<file path="config.mk">
export PLATFORM = sky130hd
export DESIGN_NAME = vx_gpr_req_seq
export DESIGN_NICKNAME = d
export VERILOG_FILES = /design/src/rtl/vx_gpr_req_seq.sv
export SDC_FILE = /design/constraint.sdc
export NUM_CORES = 1
export LEC_CHECK = 0
export BUFFER_PORTS_ARGS = -buffer_cell sky130_fd_sc_hd__clkbuf_2
export CAP_MARGIN = 20
export CORE_AREA = 2 2 53 55
export CTS_CLUSTER_DIAMETER = 100
export DETAILED_ROUTE_END_ITERATION = 6
export DIE_AREA = 0 0 55 57
export PLACE_DENSITY = 0.73
export SLEW_MARGIN = 0
export SYNTH_ARGS = -nofsm -noshare
export SYNTH_HDL_FRONTEND = slang
export SYNTH_SLANG_ARGS = --single-unit
</file>
<file path="constraint.sdc">
create_clock -name clk -period 2.8 [get_ports clk]
set_input_delay 0.28 -clock clk [delete_from_list [all_inputs] [get_ports clk]]
set_output_delay 0.28 -clock clk [all_outputs]
set_load 0.005 [all_outputs]
</file>
<file path="src/rtl/vx_gpr_req_seq.sv">
// GPR read-request sequencer: latches one request per warp instruction and
// issues its used sources as beats over NUM_PORTS read ports. Optional macro: GPR_ZERO_SKIP_EN.
module vx_gpr_req_seq #(
  parameter int NUM_WARPS = 4,
  parameter int NUM_REGS  = 32,
  parameter int NUM_SRCS  = 3,
  parameter int NUM_PORTS = 2,
  localparam int NW_BITS  = (NUM_WARPS > 1) ? $clog2(NUM_WARPS) : 1,
  localparam int NR_BITS  = $clog2(NUM_REGS),
  localparam int SRC_BITS = (NUM_SRCS > 1) ? $clog2(NUM_SRCS) : 1
) (
  input  logic                          clk,
  input  logic                          reset,
  input  logic                          req_valid,
  output logic                          req_ready,
  input  logic [NW_BITS-1:0]            req_wid,
  input  logic [NUM_SRCS*NR_BITS-1:0]   req_rs,
  input  logic [NUM_SRCS-1:0]           req_used,
  output logic                          rd_valid,
  input  logic                          rd_ready,
  output logic [NW_BITS-1:0]            rd_wid,
  output logic [NUM_PORTS-1:0]          rd_port_en,
  output logic [NUM_PORTS*NR_BITS-1:0]  rd_addr,
  output logic [NUM_PORTS*SRC_BITS-1:0] rd_src,
  output logic                          rd_last
);

  typedef enum logic {IDLE, ISSUE} state_e;

  state_e                           state_q, state_d;
  logic [NW_BITS-1:0]               wid_q, wid_d;
  logic [NUM_SRCS-1:0][NR_BITS-1:0] rs_q, rs_d, req_rs_a;
  logic [NUM_SRCS-1:0]              pending_q, pending_d, used_m, issued;
  logic [NUM_PORTS-1:0]             en_c;
  logic [NUM_PORTS-1:0][NR_BITS-1:0]  addr_c;
  logic [NUM_PORTS-1:0][SRC_BITS-1:0] src_c;
  logic                             last_c, beat_fire, req_fire;

  assign req_rs_a = req_rs;

  // Sources that actually need an RF read at accept time.
  always_comb begin
    used_m = req_used;
`ifdef GPR_ZERO_SKIP_EN
    for (int i = 0; i < NUM_SRCS; i++)
      if (req_rs_a[i] == '0) used_m[i] = 1'b0;
`endif
  end

  // Pack the lowest NUM_PORTS pending sources onto ports 0..k-1 in ascending order.
  always_comb begin
    int rank;
    rank   = 0;
    en_c   = '0;
    addr_c = '0;
    src_c  = '0;
    issued = '0;
    for (int i = 0; i < NUM_SRCS; i++) begin
      if (pending_q[i]) begin
        for (int p = 0; p < NUM_PORTS; p++) begin
          if (rank == p) begin
            en_c[p]   = 1'b1;
            addr_c[p] = rs_q[i];
            src_c[p]  = SRC_BITS'(i);
            issued[i] = 1'b1;
          end
        end
        rank = rank + 1;
      end
    end
  end

  assign last_c     = (state_q == ISSUE) && ($countones(pending_q) <= NUM_PORTS);
  assign rd_valid   = (state_q == ISSUE);
  assign rd_wid     = wid_q;
  assign rd_port_en = en_c;
  assign rd_addr    = addr_c;
  assign rd_src     = src_c;
  assign rd_last    = last_c;

  assign beat_fire = rd_valid && rd_ready;
  assign req_ready = (state_q == IDLE) || (beat_fire && last_c);
  assign req_fire  = req_valid && req_ready;

  // A request accepted on a last beat overrides the return to IDLE.
  always_comb begin
    state_d   = state_q;
    wid_d     = wid_q;
    rs_d      = rs_q;
    pending_d = pending_q;
    if (beat_fire) begin
      pending_d = pending_q & ~issued;
      if (last_c) state_d = IDLE;
    end
    if (req_fire) begin
      state_d   = ISSUE;
      wid_d     = req_wid;
      rs_d      = req_rs_a;
      pending_d = used_m;
    end
  end

  always_ff @(posedge clk or negedge reset) begin
    if (!reset) begin
      state_q   <= IDLE;
      wid_q     <= '0;
      rs_q      <= '0;
      pending_q <= '0;
    end else begin
      state_q   <= state_d;
      wid_q     <= wid_d;
      rs_q      <= rs_d;
      pending_q <= pending_d;
    end
  end

endmodule

</file>
==> results.yml <==
pwr:
  p_switching_mw: 0.2798
  fin_total_pwr_mw: 0.8728
  seq_power_share_pct: 47.0
  switching_share_pct: 32.06
  leakagePower_nw: 0.7511
  pwr-share-comb_pct: 35.9
  p_clk_share_pct: 17.1
  power_density_mw_per_mm2: 600.3
  intPower_mw: 0.5930
  peakVddDrop_mv: 0.4236
layout:
  finalNetCount: 169
  drive_gt1_share_pct: 50.72
  design_area_mm2: 0.001454
  area_growth_pct: 23.75
  antennaDiodeCount: 0
  fill_cells: 235
die:
  rows: 19
  core_area_mm2: 0.002615
  die-area_mm2: 0.003135
  start_util_pct: 44.93
  io_pins: 45
  fp.dieW_um: 55
  die_h_um: 57
critical_path:
  r2r-start: "pending_q[1]$_DFFE_PN0P_"
  rrSetupSlack_ns: 0.53
  r2r-end: "rs_q[3]$_DFFE_PN0P_"
  cp-end-kind: "primary output"
  critical_path_class: "register to primary output"
  start_kind: "register"
  critPathArrivalTime_ns: 2.05
  required_ns: 2.52
  r2r_cells: 6
  critPathMaxFanout: 7
detailed_routing:
  final_antenna_net_count: 0
  dr.pass1.iters: 4
  finalWirelength_um: 2505
  routed-via-count: 876
  via_per_inst: 5.183
  drcViolationCount: 0
  drt_iter0_markers: 12
  route.detailed.wl_per_inst_um: 14.82
min_path:
  min_from: "req_valid"
  hold_class: "input port to register"
  min_path_cells: 2
  whs_endpoint: "rd_valid$_DFFE_PN0P_"
place:
  dp_slack_ns: 0.5597
  portBuffers: 44
  gp_congestion: 0.7911
  hpwl_um: 1838
  placed_area_mm2: 0.001416
yosys:
  avgSynthCellArea_um2: 12.91
  ys_seq_area_share_pct: 44.73
  netlist_instances: 91
  synth_area_mm2: 0.001175
  synth_cell_types: 20
  synth_warnings: 0
  synth_seq_cells: 21
  syn-num-nets: 121
sta:
  fin_ws_ns: 0.4697
  finalHoldViolCount: 0
  tightest_slew_ns: 0.5219
  skew_ns: 0.0006406
  tns_ns: 0
  fmax_mhz: 429.1
  slew_violations: 0
  rsz0062_at_grt: "no"
  min_period_over_period_pct: 83.22
  slew_headroom_pct: 65.21
  fin_hold_ws_ns: 0.1837
  period_needed_ns: 2.330
  setup_viol: 0
global_route:
  grt_max_degree: 22
  grt_overflow: 0
  grt.total_usage_pct: 17.25
  grt_antenna_before_repair: 0
  grt_pass1_vias: 866
  grt_pass1_wl_um: 3919
clock_tree:
  cts_tree: "yes"
  clock_sinks: 21
  cts_buffer_depth: 2
  h-tree-depth: 1
  cts-root-buf: "clkbuf_4"
  clk_pin_slew_worst_paths_ns: 0.12
  cts_buffers: 3
  insertion_delay_ns: 0.30
flow_run:
  cap_violations: 0
status:
  status: "complete, no violations"
-- cells by family after synthesis --
kind of cell / Yosys count / synth area share (%)
adder cells (fa/ha/maj): 6 / 7.029
AND/OR/NAND/NOR: 15 / 7.136
multiplexers: 19 / 23.43
AO/OA/AOI/OAI: 22 / 13.63
buffers and inverters: 8 / 4.046
flip-flops: 21 / 44.73
-- state kept, by name, summed over array words and instances (netlist names) --
name,cells
rd_wid,2
rs_q,15
pending_q,3
rd_valid,1
-- cell usage in the layout (no fill, tap or decap) --
cell type	instances
buf_4	2
mux2_4	17
o21ai_0	7
inv_1	4
o21a_1	1
ha_1	5
nand2b_1	2
fa_1	1
a31oi_1	1
clkinv_2	1
o21ai_2	1
clkbuf_2	44
dlygate4sd3_1	1
and2_1	3
clkbuf_4	3
mux2i_1	2
a22oi_1	4
a21boi_2	1
a22o_1	7
dfrtp_1	21
nor3_4	1
nor2b_1	1
nand2_1	8
-- metrics by stage --
step / util (%) / cells
2_1_floorplan: - / 91
3_3_place_gp: 54.16 / 164
3_5_place_dp: 54.16 / 164
4_1_cts: 55.60 / 169
5_1_grt: 55.60 / 169
6_report: 55.60 / 169
-- Yosys cell counts --
cell type,n,share of area (%)
a31oi_1,1,0.53
ha_1,5,5.3
nand2b_1,2,1.1
a21boi_2,1,0.96
and2_1,3,1.6
o21ai_0,7,3.0
nor2b_1,1,0.53
nand2_1,8,2.6
inv_1,4,1.3
a22oi_1,4,2.6
buf_6,2,1.9
buf_2,2,0.85
fa_1,1,1.7
o21a_1,1,0.64
nor3_4,1,1.4
o21ai_2,1,0.75
mux2_4,17,22
dfrtp_1,21,45
mux2i_1,2,1.7
a22o_1,7,5.2
-- layer usage --
metal | track usage (%) | up-vias | wire (um)
met1 | 23.93 | 415 | 1162
met2 | 26.36 | 39 | 1131
li1 | - | 418 | -
met5 | 0 | - | 0
met4 | 3.833 | 0 | 25
met3 | 5.497 | 4 | 185
-- power groups by stage --
stage	clock network [mW]	logic, mW	registers (mW)
4_1_cts	0.157	0.319	0.410
3_3_place_gp	0	0.309	0.412
3_5_place_dp	0	0.315	0.416
2_1_floorplan	0	0.208	0.407
6_report	0.149	0.313	0.411
5_1_grt	0.167	0.350	0.419
-- timing repair --
action | CTS | global route
buffers inserted | 0 | 0
setup endpoints to repair | 0 | 0
resized for setup | 0 | 0
endpoints found under the hold margin | 21 | 0
hold buffers | 1 | 0
-- final cells by class --
type | count | area, um^2 | share of cell area (%)
timing repair buffer | 47 | 245.2 | 16.87
multi-input combinational | 62 | 601.8 | 41.39
clock inverter | 1 | 5.005 | 0.3442
sequential | 21 | 525.5 | 36.14
clock buffer | 3 | 22.52 | 1.549
tap | 31 | 38.79 | 2.668
inverter | 4 | 15.01 | 1.033
-- worst max-delay path: stages, from the launching register on --
cell and delay [ns]:
dfrtp_1 0.49, inv_1 0.17, ha_1 0.29, and2_1 0.25, nor3_4 0.26, a22o_1 0.18
clkbuf_2 0.11
-- worst max path at each step --
stage | slack (ns) | start | to | cells after the start
2_1_floorplan | 0.77 | pending_q[0]$_DFFE_PN0P_ | rd_wid[0]$_DFFE_PN0P_ | 6
3_3_place_gp | 0.65 | pending_q[1]$_DFFE_PN0P_ | rs_q[3]$_DFFE_PN0P_ | 6
3_5_place_dp | 0.56 | pending_q[1]$_DFFE_PN0P_ | rs_q[0]$_DFFE_PN0P_ | 6
4_1_cts | 0.43 | pending_q[1]$_DFFE_PN0P_ | rd_addr[8] | 6
5_1_grt | 0.30 | pending_q[1]$_DFFE_PN0P_ | rd_addr[8] | 6
6_report | 0.47 | pending_q[1]$_DFFE_PN0P_ | rd_addr[8] | 6
No activity file was read; power rests on OpenSTA's default activity.
